==> config.mk <==
export PLATFORM = sky130hd
export DESIGN_NAME = id_stage_queue
export DESIGN_NICKNAME = d
export VERILOG_FILES = /design/src/rtl/id_stage_queue.sv
export SDC_FILE = /design/constraint.sdc
export NUM_CORES = 1
export LEC_CHECK = 0
export BUFFER_PORTS_ARGS = -buffer_cell sky130_fd_sc_hd__buf_2
export CAP_MARGIN = 30
export CORE_MARGIN = 2
export CORE_UTILIZATION = 28
export DETAILED_ROUTE_END_ITERATION = 12
export SYNTH_ARGS = -nofsm -noshare
export SYNTH_HDL_FRONTEND = slang
export SYNTH_SLANG_ARGS = --single-unit
==> constraint.sdc <==
create_clock -name clk -period 2.25 [get_ports clk]
set_input_delay 0 -clock clk [delete_from_list [all_inputs] [get_ports clk]]
set_output_delay 0 -clock clk [all_outputs]
set_load 0.1 [all_outputs]
==> src/rtl/id_stage_queue.sv <==
`default_nettype none
// ============================================================================
// id_stage_queue : multi-lane IF->ID stage buffer holding DEPTH issue groups;
//                  upstream allowin is derived from the registered count only.
// Revision: 1.0
// ============================================================================
module id_stage_queue #(
  parameter  int DATA_W = 64,
  parameter  int LANES  = 2,
  parameter  int DEPTH  = 2,
  localparam int CNT_W  = $clog2(DEPTH + 1)
) (
  input  logic              clk,
  input  logic              rst_n,
  input  logic [LANES-1:0]  pre_valid_i,
  input  logic [DATA_W-1:0] pre_bus_i,
  output logic              pre_allowin_o,
  output logic [LANES-1:0]  now_valid_o,
  output logic [DATA_W-1:0] now_bus_o,
  input  logic              now_allowin_i,
  input  logic              excep_flush_i,
  input  logic              branch_flush_i,
  output logic [CNT_W-1:0]  count_o
);

  localparam int               PTR_W  = $clog2(DEPTH);
  localparam logic [CNT_W-1:0] C_FULL = CNT_W'(DEPTH);

  logic [LANES-1:0]  r_mask [DEPTH];
  logic [DATA_W-1:0] r_data [DEPTH];
  logic [PTR_W-1:0]  r_rd;
  logic [PTR_W-1:0]  r_wr;
  logic [CNT_W-1:0]  r_cnt;

  logic w_flush;
  logic w_empty;
  logic w_push;
  logic w_pop;

  assign w_flush       = excep_flush_i | branch_flush_i;
  assign w_empty       = (r_cnt == '0);
  assign pre_allowin_o = (r_cnt != C_FULL);
  // A pop in a full cycle cannot open room for a same-cycle push: allowin is registered-only.
  assign w_push        = (|pre_valid_i) & pre_allowin_o & ~w_flush;
  assign w_pop         = ~w_empty & now_allowin_i & ~w_flush;

  assign now_valid_o   = w_empty ? '0 : r_mask[r_rd];
  assign now_bus_o     = r_data[r_rd];
  assign count_o       = r_cnt;

  always_ff @(posedge clk or negedge rst_n) begin
    if (!rst_n) begin
      r_rd  <= '0;
      r_wr  <= '0;
      r_cnt <= '0;
      for (int i = 0; i < DEPTH; i++) begin
        r_mask[i] <= '0;
        r_data[i] <= '0;
      end
    end else if (w_flush) begin
      r_rd  <= '0;
      r_wr  <= '0;
      r_cnt <= '0;
    end else begin
      if (w_push) begin
        r_mask[r_wr] <= pre_valid_i;
        r_data[r_wr] <= pre_bus_i;
        r_wr         <= r_wr + PTR_W'(1);
      end
      if (w_pop) begin
        r_rd <= r_rd + PTR_W'(1);
      end
      if (w_push && !w_pop) begin
        r_cnt <= r_cnt + CNT_W'(1);
      end else if (!w_push && w_pop) begin
        r_cnt <= r_cnt - CNT_W'(1);
      end
    end
  end

endmodule
`default_nettype wire

Yosys cells after proc, flatten, opt, wreduce, memory -nomap -nowiden --
Cells that the tools add are included.
Word-level totals: latch bits 0, bits in registers 136, RAM bits 0, memory bits (read-only) 0, memories 0, bits of input ports 71
Cells by class: add/subtract/negate cells 4, equality and inequality tests 1, mux-type cells 20, multiply operators 0, reduce and logical (&&, ||, !) cells 11, shift operators 0, bitwise operators 9, magnitude comparators 3, divide/modulo/power cells 0
Operators by type and width (number):
- $mux 64 | 4
- $bwmux 128 | 1
- $demux 64 s1 | 1
- $mux 2 | 8
- $and 1x1->1 | 4
- $bwmux 4 | 1
- $ge 2x2->1 const B | 2
- $mux 1 | 4
- $not 1->2 | 2
- $reduce_bool 2->1 | 2
- $logic_and 1x1->1 | 3
- $reduce_bool 3->1 | 1
- $add 1x1->1 const B | 2
- $add 2x1->2 const B | 1
- $demux 2 s1 | 1
- $logic_not 1->1 | 2
- $logic_not 2->1 | 1
- $lt 2x1->1 const B | 1
- $ne 2x2->1 const B | 1
- $not 1->1 | 2
- $reduce_and 2->1 | 1
- $reduce_or 2->1 | 1
- $sub 2x1->2 const B | 1
- $or 1x1->1 | 1

Depth between registers and ports, before layout --
Gate-level depths: netlist (run 1).
depth in word-level cells 8, mapped depth 6, gate-level depth less buffers 4

Worst setup path after synthesis (run 1) --
No wires, ideal clock.
path kind reg2reg, start point reg r_cnt[1], in the netlist count_o[1], end point reg r_data[23] (netlist bit), slack -0.306 ns, data required time 2.125 ns, stages on the path, launching flop included 7, library setup time 0.125 ns, buffers on the path 2, clock period less this slack 2.556 ns, data arrival time 2.432 ns, cell sequence dfrtp_1 -> nor2b_4 -> inv_2 -> nand4_1 -> buf_4 -> buf_4 -> mux2_2
Between the ends: longest elaborated chain between the ends 4
Ends and longest elaborated chain:
- start: declaration | line 33 | logic [CNT_W-1:0] r_cnt;
- start signal: assignment | line 74 | r_cnt <= r_cnt + CNT_W'(1);
- start signal: assignment | line 76 | r_cnt <= r_cnt - CNT_W'(1);
- $ne 2x2->1 | line 42 | assign pre_allowin_o = (r_cnt != C_FULL);
- via pre_allowin_o | line 17 | output logic pre_allowin_o,
- $and 1x1->1 (2 in series) | line 44 | assign w_push = (|pre_valid_i) & pre_allowin_o & ~w_flush;
- $reduce_and 2->1 (no source line)
- end signal: indexed assignment | line 67 | r_data[r_wr] <= pre_bus_i;
- end: declaration | line 30 | logic [DATA_W-1:0] r_data [DEPTH];
The timed path passes the listed nets, and every way through them passes these cells. A chain may end at the register's enable or synchronous reset.

Worst setup path after layout (run 1) --
start point reg r_rd, end point out now_bus_o[38]
Between the ends: longest elaborated chain between the ends 4
Ends and longest elaborated chain:
- start: declaration | line 31 | logic [PTR_W-1:0] r_rd;
- start signal: assignment | line 71 | r_rd <= r_rd + PTR_W'(1);
- $not 1->2 (not written as such) | line 48 | assign now_bus_o = r_data[r_rd];
- $mux 64 (not written as such) (3 in series) | line 48
- end: declaration | line 19 | output logic [DATA_W-1:0] now_bus_o,
Every way passes these cells. The select of a mux whose other input is x is not followed.

==> summary.txt, run 1 <==
Arrival @ worst endpoint: 1930 ps
Max-cap violations: 0
Max Fanout on Critical Path: 34
largest net degree at the start of global routing: 78
via count of the first global-routing pass: 4312
Final period util: 85.7%
post-synth net total: 451
Cells after Synth: 380
startpoint-to-endpoint class of the critical path: flop to output port
chip width: 150 um
peak clock frequency supported by timing: 518 MHz
post-route worst hold slack: 203 ps
drc violations: 0
die height: 150 um
library cell with the largest summed area after synthesis: sky130_fd_sc_hd__dfrtp_1
Synth Warn #: 0
netlist area before placement: 0.00593 mm^2
First-pass DRT Iterations: 4
TritonCTS clock tree: done
series of cell instances along the critical path: buf_4 -> mux2_2 -> buf_2
I/O Pins: 140
clk_lat worst skew: 410 ps
post-CTS setup buffers: 0
violation count after the first detailed-route iteration: 54
part of the total power dissipated in combinational logic: 35.1%
clk slew on worst S/H paths: 60 ps
number of CTS-inserted buffers: 17
core footprint: 0.0209 mm^2
final max-slew violation count: 0
Final Wtd Congestion: 0.687
number of synthesized register bits: 136
count of input and output buffers: 139
first-pass GRT wire length: 21700 um
setup total negative slack: 0 ps
number of antenna violations at the first check in global routing: 1
initial core utilization: 28.4%
Final min period: 1930 ps
maximum resistive drop on vdd: 0.697 mV
CTS Buffer Depth: 2
HPWL after detailed placement: 8670 um
internal cell power: 5.77 mW
library cell contributing the largest single delay on the critical path: sky130_fd_sc_hd__buf_4
biggest cell delay along the critical path: 450 ps
most common cell in the netlist: sky130_fd_sc_hd__mux2_2
Pleak: 3.71 nW
Clk pwr share: 30.3%
number of rows in the core area: 53
share of cells above drive strength 1: 56.4%
count of nets left with antenna violations after detail routing: 0
utilization of the core after routing: 39.7%
mean post-synth cell area: 15.6 um^2
setup repair after global routing missed its margin: no
fraction of the yosys area taken by sequential cells: 57.4%
net switching power: 3.77 mW
endpoint class of the critical path: output port
transition at the pin with the smallest max-transition slack: 728 ps
NumNets Final: 668
outcome: complete, no violations
Top FF cell, synth: sky130_fd_sc_hd__dfrtp_1
power density normalized to cell area: 1150 mW/mm^2
type of element launching the critical path: flop
buffer type at the clock tree root: sky130_fd_sc_hd__clkbuf_16
H-tree depth: 4
hold violation count in the final report: 0
global route total overflow: 0
Setup-failing EPs final: 0
HP Class: primary input to asynchronous set/reset pin
most used standard cells in the synthesized netlist: sky130_fd_sc_hd__mux2_2 (156), sky130_fd_sc_hd__dfrtp_1 (136), sky130_fd_sc_hd__mux2_1 (40)
worst clock skew: 6.15 ps
total clock sinks: 136
ys async rst share: 100%
Reg power frac: 34.6%
post-synth top area share: 57.4%
Max-slew headroom: 51.5%
Sw Ratio: 39.5%
required time of the worst setup path: 2250 ps
die area: 0.0224 mm^2
post-detailed-route via-to-cell ratio: 4.40
All-Layer GR Usage: 12.5%
Post-Route WL: 13400 um
number of distinct library cell variants in the gate-level netlist after synthesis: 26
average wire per standard cell: 15.1 um
CP bufs+invs: 2
growth of design area from synthesis to finish: 39.8%
Area contributors post-synth: sky130_fd_sc_hd__dfrtp_1 (57%), sky130_fd_sc_hd__mux2_2 (30%), sky130_fd_sc_hd__mux2_1 (7.6%)
gate family responsible for the most delay along the worst path: buffers and inverters
total number of vias: 3895
number of enable flip-flop cells after synthesis: 0
-- flip-flops by register name, indices dropped and copies added (netlist names) --
name     cells
r_data     128
r_mask       4
count_o      2
r_rd         1
r_wr         1
-- timing repair --
action | CTS | global route
gates resized for setup | 0 | 0
hold endpoints to repair | 210 | 0
hold buffers | 71 | 0
-- metal layers --
| metal | vias to the layer above | wire length [um] | track usage (%) |
|---|---|---|---|
| li1 | 1808 | - | - |
| met1 | 1965 | 5590 | 14.0 |
| met2 | 104 | 7020 | 22.5 |
| met3 | 18 | 657 | 3.14 |
| met4 | 0 | 142 | 5.52 |
| met5 | - | 0 | 0 |
-- metrics by stage --
| step | std cells | worst slack, ps | total power, mW | instance area (um^2) |
|---|---|---|---|---|
| finish | 886 | 321 | 9.54 | 8290 |
| detailed placement | 782 | 461 | 6.62 | 6960 |
| floorplan | 380 | 24.7 | 6.08 | 5940 |
| global placement | 782 | 502 | 6.51 | 6960 |
| CTS | 885 | 260 | 9.68 | 8290 |
| global route | 886 | 231 | 10.0 | 8290 |
-- layout by cell type (no fill, tap or decap), types with 3 or more instances in the layout --
cell type,netlist,final
sky130_fd_sc_hd__buf_12,0,4
sky130_fd_sc_hd__buf_2,7,138
sky130_fd_sc_hd__buf_4,6,5
sky130_fd_sc_hd__bufinv_16,0,3
sky130_fd_sc_hd__clkbuf_16,0,17
sky130_fd_sc_hd__clkbuf_8,0,3
sky130_fd_sc_hd__clkinv_2,0,3
sky130_fd_sc_hd__clkinv_4,0,3
sky130_fd_sc_hd__dfrtp_1,136,133
sky130_fd_sc_hd__dfrtp_2,0,3
sky130_fd_sc_hd__dlygate4sd3_1,0,71
sky130_fd_sc_hd__mux2_1,40,40
sky130_fd_sc_hd__mux2_2,156,156
sky130_fd_sc_hd__nor2_1,6,4
sky130_fd_sc_hd__o21ai_0,3,3
-- final cells by class --
type	instances	area, um^2
inverter	1	3.75
clock inverter	11	146
sequential	136	3410
multi-input combinational	222	2390
clock buffer	21	470
antenna	1	2.50
fill	1947	12600
timing repair buffer	219	1530
tap	275	344
-- final timing paths --
kind / from / endpoint / slack, ps / cells past startpoint
worst max-delay path: r_rd / now_bus_o[38] / 320 / 3
worst min register to register: r_data[64] / r_data[64] / 480 / 1
worst min-delay path: rst_n / r_data[121] / 200 / 2
min in group clk: pre_bus_i[49] / r_data[113] / 350 / 3
worst max register to register: count_o[1] / r_data[107] / 450 / 4
max in group asynchronous: rst_n / r_data[90] / 1240 / 3
-- worst reg2reg max path: cells and delay by family, from the launching register on --
family	cells	cell delay, ps
muxes	1	370
buffers and inverters	1	300
DFF	1	440
and+or+nand+nor	2	560
-- cell families after synthesis --
group / after synthesis / share of synthesized area, %
muxes: 198 / 37.6
DFF: 136 / 57.4
buffers and inverters: 22 / 2.43
and+or+nand+nor: 15 / 1.69
AOI/OAI and AO/OA: 8 / 0.802
xor gates and xnor gates: 1 / 0.148
-- power groups by stage --
| stage | clock network (mW) | logic, mW | registers, mW |
|---|---|---|---|
| after global routing | 3.13 | 3.50 | 3.37 |
| after floorplan | 0 | 2.83 | 3.25 |
| final | 2.89 | 3.35 | 3.30 |
| after detailed placement | 0 | 3.28 | 3.34 |
| after global placement | 0 | 3.22 | 3.28 |
| after CTS | 3.00 | 3.38 | 3.30 |
(Power assumes the default switching activity.)
==> inputs of run 2 (changes only) <==
Settings changed: CORE_ASPECT_RATIO set to 1.25.
==> summary.txt, run 2 (synthesis results as in run 1) <==
hold violation count in the final report: 0 (unchanged)
endpoint class of the critical path: output port (unchanged)
Largest register FFs: 128 (unchanged)
Post-Route WL: 13000 um (was 13400 um)
commonest non-fill, non-tap cell in the layout: sky130_fd_sc_hd__mux2_2 (unchanged)
TritonCTS clock tree: done (unchanged)
first-pass GRT wire length: 21000 um (was 21700 um)
First-pass DRT Iterations: 4 (unchanged)
total cell area at the placement stage: 0.00694 mm^2 (was 0.00696 mm^2)
count of input and output buffers: 139 (unchanged)
total clock sinks: 136 (unchanged)
worst setup slack after layout: 344 ps (was 321 ps)
transition at the pin with the smallest max-transition slack: 502 ps (was 728 ps)
global route total overflow: 0 (unchanged)
die height: 167 um (was 150 um)
Reg with most FFs: r_data (unchanged)
part of the total power dissipated in combinational logic: 35.3% (was 35.1%)
startpoint-to-endpoint class of the critical path: flop to output port (unchanged)
Final period util: 84.7% (was 85.7%)
chip width: 134 um (was 150 um)
Final Cell Area: 0.00824 mm^2 (was 0.00829 mm^2)
Final Wtd Congestion: 0.709 (was 0.687)
clk slew on worst S/H paths: 60 ps (about the same)
HPWL after detailed placement: 8610 um (was 8670 um)
maximum resistive drop on vdd: 0.675 mV (was 0.697 mV)
growth of design area from synthesis to finish: 39.0% (was 39.8%)
core footprint: 0.0208 mm^2 (was 0.0209 mm^2)
Max Fanout on Critical Path: 34 (unchanged)
post-cts gate resize count: 0 (unchanged)
library cell contributing the largest single delay on the critical path: sky130_fd_sc_hd__buf_4 (unchanged)
Arrival @ worst endpoint: 1910 ps (was 1930 ps)
pre-CTS setup slack: 390 ps (was 461 ps)
violation count after the first detailed-route iteration: 80 (was 54)
share of cells above drive strength 1: 56.3% (was 56.4%)
power density normalized to cell area: 1150 mW/mm^2 (about the same)
hold bufs inserted after CTS: 70 (was 71)
drc violations: 0 (unchanged)
setup total negative slack: 0 ps (unchanged)
net switching power: 3.70 mW (was 3.77 mW)
Reg power frac: 34.8% (was 34.6%)
series of cell instances along the critical path: buf_4 -> mux2_2 -> buf_2 (unchanged)
commonest cells after routing, fill and taps aside: sky130_fd_sc_hd__mux2_2 (156), sky130_fd_sc_hd__buf_2 (138), sky130_fd_sc_hd__dfrtp_1 (133), sky130_fd_sc_hd__dlygate4sd3_1 (70), sky130_fd_sc_hd__mux2_1 (40) (was sky130_fd_sc_hd__mux2_2 (156), sky130_fd_sc_hd__buf_2 (138), sky130_fd_sc_hd__dfrtp_1 (133), sky130_fd_sc_hd__dlygate4sd3_1 (71), sky130_fd_sc_hd__mux2_1 (40))
HP Class: primary input to asynchronous set/reset pin (unchanged)
total power consumption of the routed design: 9.48 mW (was 9.54 mW)
largest net degree at the start of global routing: 71 (was 78)
met2 Resource Use GR: 21.2% (was 22.5%)
required time of the worst setup path: 2250 ps (about the same)
register cell area after layout: 0.00341 mm^2 (unchanged)
Pleak: 3.69 nW (was 3.71 nW)
Final min period: 1910 ps (was 1930 ps)
number of CTS-inserted buffers: 17 (unchanged)
count of nets left with antenna violations after detail routing: 0 (unchanged)
internal cell power: 5.78 mW (was 5.77 mW)
post-detailed-route via-to-cell ratio: 4.40 (about the same)
number of rows in the core area: 59 (was 53)
CP bufs+invs: 2 (unchanged)
final max-slew violation count: 0 (unchanged)
initial core utilization: 28.5% (was 28.4%)
CTS Buffer Depth: 2 (unchanged)
buffer type at the clock tree root: sky130_fd_sc_hd__clkbuf_16 (unchanged)
outcome: complete, no violations (unchanged)
H-tree depth: 4 (unchanged)
NumNets Final: 667 (was 668)
worst clock skew: 10.3 ps (was 6.15 ps)
total number of vias: 3873 (was 3895)
busiest layer in global routing: met2 (unchanged)
number of antenna violations at the first check in global routing: 0 (was 1)
filler cell count in the final layout: 1967 (was 1947)
clk_lat worst skew: 410 ps (about the same)
Max-cap violations: 0 (unchanged)
area occupied by multi-input gates: 0.00239 mm^2 (unchanged)
gate family responsible for the most delay along the worst path: buffers and inverters (unchanged)
average wire per standard cell: 14.7 um (was 15.1 um)
Setup-failing EPs final: 0 (unchanged)
Max-slew headroom: 66.5% (was 51.5%)
Sw Ratio: 39.0% (was 39.5%)
met1 layer usage reported by global route: 13.1% (was 14.0%)
I/O Pins: 140 (unchanged)
All-Layer GR Usage: 11.9% (was 12.5%)
GR Layer Usage met3: 4.05% (was 3.14%)
via count of the first global-routing pass: 4337 (was 4312)
Inserted Diodes: 0 (was 1)
biggest cell delay along the critical path: 420 ps (was 450 ps)
Clk pwr share: 30.0% (was 30.3%)
post-CTS setup buffers: 0 (unchanged)
setup repair after global routing missed its margin: no (unchanged)
peak clock frequency supported by timing: 525 MHz (was 518 MHz)
die area: 0.0224 mm^2 (about the same)
type of element launching the critical path: flop (unchanged)
run 2: final timing paths:
kind                       slack (ps)  cells past startpoint            end            from
setup / recovery                  340                      3  now_bus_o[28]            r_rd
hold / removal                     50                      2     r_data[58]           rst_n
setup reg to reg                  400                      4     r_data[80]      count_o[1]
hold reg to reg                   480                      1    r_data[102]     r_data[102]
max in group asynchronous        1470                      3     count_o[0]           rst_n
min in group clk                   50                      3           r_rd  branch_flush_i
run 2: per-stage QoR:
| stage | instances | hold slack (ps) | util, % |
|---|---|---|---|
| after floorplan | 380 | -296 | - |
| after global placement | 781 | -87.6 | 33.3 |
| after detailed placement | 781 | -83.3 | 33.3 |
| after CTS | 881 | 12.3 | 39.6 |
| after global routing | 881 | 37.3 | 39.6 |
| final | 881 | 46.7 | 39.6 |
run 2: final cells by class:
cell class	count	area share (%)
clock inverter	8	1.46
timing repair buffer	218	18.1
inverter	1	0.0455
sequential	136	41.3
multi-input combinational	222	29.0
tap	274	4.16
clock buffer	22	5.88
run 2: layer usage:
metal	part of all wire, %	up-vias	wire length, um
met5	0	-	0
met4	1.3	0	163
met3	5.2	12	674
met2	52	97	6790
met1	41	1964	5350
li1	-	1800	-
run 2: worst register-to-register path, cell delays in order (launching register included):
cell and delay [ps]:
sky130_fd_sc_hd__dfrtp_2 440, sky130_fd_sc_hd__nor2b_4 160, sky130_fd_sc_hd__nor4_4 330, sky130_fd_sc_hd__buf_4 410, sky130_fd_sc_hd__mux2_2 400
run 2: power groups by stage:
stage	Clock, mW	Sequential (mW)	Combinational, mW
global placement	0	3.28	3.22
detailed placement	0	3.34	3.28
global route	3.06	3.36	3.49
floorplan	0	3.25	2.83
finish	2.84	3.30	3.34
CTS	2.95	3.30	3.38
